### config.mk
export PLATFORM = sky130hd
export DESIGN_NAME = pipe_stage_skid_flat
export DESIGN_NICKNAME = d
export VERILOG_FILES = /design/src/rtl/pipe_pkg.sv /design/src/rtl/pipe_stage_skid_if.sv /design/src/rtl/pipe_data_reg.sv /design/src/rtl/pipe_stage_skid.sv /design/src/flat_wrapper.sv
export SDC_FILE = /design/constraint.sdc
export NUM_CORES = 1
export LEC_CHECK = 0
export CORE_UTILIZATION = 51
export DETAILED_ROUTE_END_ITERATION = 10
export PLACE_DENSITY = 0.76
export SYNTH_ARGS = -nofsm -noshare
export SYNTH_HDL_FRONTEND = slang
export SYNTH_HIERARCHICAL = 1
export SYNTH_SLANG_ARGS = --single-unit
export TNS_END_PERCENT = 1
### constraint.sdc
create_clock -name clk -period 2.2 [get_ports clk]
set_input_delay 0.44 -clock clk [delete_from_list [all_inputs] [get_ports clk]]
set_output_delay 0.44 -clock clk [all_outputs]
set_load 0.02 [all_outputs]
### src/rtl/pipe_pkg.sv
// Shared pipeline definitions: IF/ID payload layout, NOP bubble and
// occupancy-state encoding used by the elastic stage register.
package pipe_pkg;

   localparam int PC_W    = 32;
   localparam int INSTR_W = 32;
   localparam int IFID_W  = PC_W + INSTR_W;

   localparam logic [INSTR_W-1:0] NOP_INSTR = 32'h0000_0000;

   typedef struct packed {
      logic [PC_W-1:0]    pc_plus4;
      logic [INSTR_W-1:0] instr;
   } ifid_t;

   // Encoding equals the live-entry count, so the state drives occupancy directly.
   typedef enum logic [1:0] {
      OCC_EMPTY = 2'd0,
      OCC_ONE   = 2'd1,
      OCC_FULL  = 2'd2
   } occ_e;

   function automatic ifid_t make_ifid(input logic [PC_W-1:0] pc4,
                                       input logic [INSTR_W-1:0] ins);
      ifid_t p;
      p.pc_plus4 = pc4;
      p.instr    = ins;
      return p;
   endfunction

endpackage

### src/rtl/pipe_stage_skid_if.sv
// Valid/ready channel pair around one pipeline stage register.
// master = environment side (producer/consumer), slave = the stage itself.
interface pipe_stage_skid_if
   import pipe_pkg::*;
#(
   parameter int DATA_W = IFID_W
);

   logic              in_valid;
   logic              in_ready;
   logic [DATA_W-1:0] in_data;
   logic              out_valid;
   logic              out_ready;
   logic [DATA_W-1:0] out_data;
   logic [1:0]        occupancy;

   modport master (
      output in_valid, in_data, out_ready,
      input  in_ready, out_valid, out_data, occupancy
   );

   modport slave (
      input  in_valid, in_data, out_ready,
      output in_ready, out_valid, out_data, occupancy
   );

endinterface

### src/rtl/pipe_data_reg.sv
// Payload register: async active-low reset and synchronous clear both load
// the bubble value; clear wins over load.
module pipe_data_reg
   import pipe_pkg::*;
#(
   parameter int                DATA_W    = IFID_W,
   parameter logic [DATA_W-1:0] FLUSH_VAL = '0
) (
   input  logic              clk,
   input  logic              reset,
   input  logic              load,
   input  logic              clear,
   input  logic [DATA_W-1:0] d,
   output logic [DATA_W-1:0] q
);

   always_ff @(posedge clk or negedge reset) begin
      if (!reset) begin
         q <= FLUSH_VAL;
      end else if (clear) begin
         q <= FLUSH_VAL;
      end else if (load) begin
         q <= d;
      end
   end

endmodule

### src/rtl/pipe_stage_skid.sv
// Elastic pipeline-stage register: main entry drives the outputs, an optional
// skid entry absorbs one stall so in_ready can come from a flop.
module pipe_stage_skid
   import pipe_pkg::*;
#(
   parameter int                DATA_W    = IFID_W,
   parameter logic [DATA_W-1:0] FLUSH_VAL = '0,
   parameter bit                SKID_EN   = 1'b1
) (
   input  logic             clk,
   input  logic             reset,
   input  logic             flush,
   pipe_stage_skid_if.slave bus
);

   occ_e              state;
   occ_e              state_nxt;
   logic              ready_q;
   logic              in_ready_w;
   logic              main_valid;
   logic              skid_valid;
   logic              up_xfer;
   logic              dn_xfer;
   logic              load_main;
   logic              load_skid;
   logic              main_from_skid;
   logic [DATA_W-1:0] main_d;
   logic [DATA_W-1:0] main_q;
   logic [DATA_W-1:0] skid_q;

   assign main_valid = (state != OCC_EMPTY);
   assign skid_valid = (state == OCC_FULL);

   // Without the skid entry a full stage can only accept while it drains.
   assign in_ready_w = SKID_EN ? ready_q : (bus.out_ready | ~main_valid);
   assign up_xfer    = bus.in_valid & in_ready_w;
   assign dn_xfer    = main_valid & bus.out_ready;

   always_comb begin
      state_nxt      = state;
      load_main      = 1'b0;
      load_skid      = 1'b0;
      main_from_skid = 1'b0;
      case (state)
         OCC_EMPTY: begin
            if (up_xfer) begin
               load_main = 1'b1;
               state_nxt = OCC_ONE;
            end
         end
         OCC_ONE: begin
            if (up_xfer && dn_xfer) begin
               load_main = 1'b1;
            end else if (up_xfer) begin
               if (SKID_EN) begin
                  load_skid = 1'b1;
                  state_nxt = OCC_FULL;
               end else begin
                  load_main = 1'b1;
               end
            end else if (dn_xfer) begin
               state_nxt = OCC_EMPTY;
            end
         end
         OCC_FULL: begin
            if (dn_xfer) begin
               load_main      = 1'b1;
               main_from_skid = 1'b1;
               state_nxt      = OCC_ONE;
            end
         end
         default: state_nxt = OCC_EMPTY;
      endcase
      // Flush kills everything held, including a same-cycle accept.
      if (flush) begin
         state_nxt = OCC_EMPTY;
         load_main = 1'b0;
         load_skid = 1'b0;
      end
   end

   // Control state boundary
   always_ff @(posedge clk or negedge reset) begin
      if (!reset) begin
         state   <= OCC_EMPTY;
         ready_q <= 1'b1;
      end else begin
         state   <= state_nxt;
         ready_q <= (state_nxt != OCC_FULL);
      end
   end

   // Payload boundary: main entry
   assign main_d = main_from_skid ? skid_q : bus.in_data;

   pipe_data_reg #(
      .DATA_W    (DATA_W),
      .FLUSH_VAL (FLUSH_VAL)
   ) u_main (
      .clk   (clk),
      .reset (reset),
      .load  (load_main),
      .clear (flush),
      .d     (main_d),
      .q     (main_q)
   );

   // Payload boundary: skid entry
   if (SKID_EN) begin : g_skid
      pipe_data_reg #(
         .DATA_W    (DATA_W),
         .FLUSH_VAL (FLUSH_VAL)
      ) u_skid (
         .clk   (clk),
         .reset (reset),
         .load  (load_skid),
         .clear (flush),
         .d     (bus.in_data),
         .q     (skid_q)
      );
   end else begin : g_noskid
      logic unused_skid;
      assign unused_skid = load_skid;
      assign skid_q      = FLUSH_VAL;
   end

   assign bus.in_ready  = in_ready_w;
   assign bus.out_valid = main_valid;
   assign bus.out_data  = main_q;
   assign bus.occupancy = state;

endmodule

### src/flat_wrapper.sv
// flat-port wrapper written by rule: the top's interface ports become plain ports
module pipe_stage_skid_flat import pipe_pkg::*;
#(
   parameter int                DATA_W    = IFID_W,
   parameter logic [DATA_W-1:0] FLUSH_VAL = '0,
   parameter bit                SKID_EN   = 1'b1
)
  (clk, reset, flush, bus_in_valid, bus_in_data, bus_out_ready, bus_in_ready, bus_out_valid, bus_out_data, bus_occupancy);
  pipe_stage_skid_if #(.DATA_W(DATA_W)) bus_i ();
  input  logic clk;
  input  logic reset;
  input  logic flush;
  input wire logic [$bits(bus_i.in_valid)-1:0] bus_in_valid;
  input wire logic [$bits(bus_i.in_data)-1:0] bus_in_data;
  input wire logic [$bits(bus_i.out_ready)-1:0] bus_out_ready;
  output wire logic [$bits(bus_i.in_ready)-1:0] bus_in_ready;
  output wire logic [$bits(bus_i.out_valid)-1:0] bus_out_valid;
  output wire logic [$bits(bus_i.out_data)-1:0] bus_out_data;
  output wire logic [$bits(bus_i.occupancy)-1:0] bus_occupancy;
  assign bus_i.in_valid = bus_in_valid;
  assign bus_i.in_data = bus_in_data;
  assign bus_i.out_ready = bus_out_ready;
  assign bus_in_ready = bus_i.in_ready;
  assign bus_out_valid = bus_i.out_valid;
  assign bus_out_data = bus_i.out_data;
  assign bus_occupancy = bus_i.occupancy;
  pipe_stage_skid #(.DATA_W(DATA_W), .FLUSH_VAL(FLUSH_VAL), .SKID_EN(SKID_EN)) u_core (.clk(clk), .reset(reset), .flush(flush), .bus(bus_i));
endmodule
==> metrics.cfg <==
[layout]
area_delta_synth_final_pct=33.8
diodes=0
drive_gt1_frac=0.183
final_util=0.701
mostFrequentLayoutCells=clkdlybuf4s50_1, dfrtp_1, nor2_1
final_nets=712
mostFrequentLayoutCell=clkdlybuf4s50_1

[timing]
tightest_slew_ps=629
max_freq_mhz=473
grt_setup_unrepaired=no
period_needed_ps=2110
clock_skew_ps=4.78
timing.final.crit_share=0.961
setup_viol_count_final=0
hold_viol_final=0
slew_headroom=0.581
slew_viol_final=0
fin_setup_tns_ps=0

[synth]
yosysSeqAreaShare=0.519
synth_cell_type_count=22
synth_cells=501
synth_area_mm2=0.00632
syn_avg_cell_area_um2=12.6
syn_nets=570
synth_area_leaders=dfrtp_1, mux2i_1, mux2_4
synth_warnings=6
ys_seq_elements=131
netlist.area_leader.share=0.515
yosys.area.top_type=dfrtp_1

[critical_path]
r2r-start=u_core/bus.in_ready
worst_ep_required_time_ps=1760
worstSetupPathType=reg -> out
cp.arrival_ps=1670
r2r_end=u_core/u_main/q[12]
critPathMaxFanout=6
cp-start-kind=register
r2r.worst_path.cells=6
end_kind=output pin
rrSetupSlack_ps=380

[power]
power_density_mw_per_mm2=726
combPwrFrac=0.132
power.share.sequential=0.414
p_leak_nw=3.79
switching_share=0.227
clockPowerShare=0.454
switching_power_mw=1.40
internal_power_mw=4.75
ir_drop_mv=0.434

[cts]
post_cts_buffers=0
clkSinkCount=131
cts_tree=done
root_buffer=clkbuf_16
clockBufferDepth=2
cts-htree-levels=4
clock_latency_ps=410
cts.repair.resized=0
cts_buffers=17
holdBufCountCts=0
clk_pin_slew_worst_paths_ps=50

[die]
die_w_um=113
ioPinCount=137
initial_core_util=0.524
row_count=40
dieArea_mm2=0.0128
fp.dieH_um=113
core_area_mm2=0.0121

[grt]
top_usage_layer=met2
grt_pass1_vias=4292
use_met2=0.324
antenna_found_initial=0
met3_usage=0.0552
track_usage=0.219
use_met1=0.312
grt_max_degree=95
grt_overflow=0
grt_pass1_wl_um=21800

[placement]
portBuffers=136
hpwl_um=8500
gp_congestion=0.732

[drt]
drtAntennaViolNets=0
drc=0
viasPerCell=5.07
drt_iter0_drc=225
wirelength_um=13100
firstDrtPassIters=4
post_drt_wl_per_cell_um=15.9
via_count=4180

[worst_hold_path]
hold_class=in -> async

[outcome]
outcome=finished, final reports clean

[run]
maxCapViolations=0

through the flow:
step	hold slack, ps	total power, mW	std cells	area [um^2]	worst slack (ps)
finish	96.8	6.14	824	8460	85.8
global route	136	6.38	824	8460	41.8
CTS	105	6.21	824	8460	64.2
detailed placement	510	3.39	792	7860	-20.3
global placement	497	3.38	792	7860	5.46
floorplan	144	3.01	501	6320	348
synth_stat cells (all sizes together):
| master | n |
|---|---|
| nand3b | 1 |
| dfrtp | 130 |
| a211o | 1 |
| mux2i | 128 |
| dfstp | 1 |
| or2 | 1 |
| clkbuf | 2 |
| nor3 | 1 |
| nand2b | 2 |
| nor2 | 129 |
| a21oi | 1 |
| mux2 | 64 |
| nand2 | 3 |
| o2bb2ai | 1 |
| and3b | 1 |
| a211oi | 1 |
| buf | 33 |
| xor2 | 1 |
routing by layer:
metal | vias up | routed length, um
met5 | - | 0
met3 | 15 | 717
met1 | 2046 | 6360
li1 | 1990 | -
met2 | 129 | 5890
met4 | 0 | 156
power groups by stage:
stage          combinational (mW)  sequential, mW  clock, mW
2_1_floorplan               0.358            2.65          0
3_3_place_gp                0.797            2.58          0
3_5_place_dp                0.812            2.58          0
4_1_cts                     0.816            2.54       2.85
5_1_grt                     0.868            2.55       2.96
6_report                    0.811            2.54       2.79
cells by family (layout without fill, tap and decap cells):
group	after synthesis	count (layout)	synth area share
AO/OA/AOI/OAI	4	4	0.00475
XOR/XNOR	1	1	0.00139
AND/OR/NAND/NOR	138	138	0.0847
flip-flops	131	131	0.519
buffers and inverters	35	190	0.0513
multiplexers	192	192	0.339
worst max-delay path: stages, from the launching register on:
cell	delay (ps)
dfrtp_1	420
or2_2	300
clkdlybuf4s50_1	540
layout make-up:
type | instances | area (um^2)
Multi-Input combinational cell | 335 | 2740
Sequential cell | 131 | 3280
Timing Repair Buffer | 158 | 1630
Fill cell | 860 | 3600
Clock buffer | 30 | 564
Clock inverter | 2 | 35.0
Tap cell | 168 | 210
worst max path at each step:
stage / startpoint / slack (ps) / cells after the start / end
after floorplan: u_core/bus.occupancy[0] / 350 / 8 / u_core/u_main/q[10]
after global placement: bus_out_ready / 5 / 6 / u_core/u_main/q[1]
after detailed placement: bus_out_ready / -20 / 6 / u_core/u_main/q[1]
after CTS: u_core/bus.occupancy[0] / 60 / 2 / bus_out_valid
after global routing: u_core/bus.occupancy[0] / 40 / 2 / bus_out_valid
final: u_core/bus.occupancy[0] / 90 / 2 / bus_out_valid
flip-flops by register name, summed over array words and instances (netlist names):
| name | count |
|---|---|
| u_core/u_main/q | 64 |
| u_core/g_skid.u_skid/q | 64 |
| u_core/bus.in_ready | 1 |
| u_core/bus.occupancy | 2 |
Power figures use the tool's default switching activity.
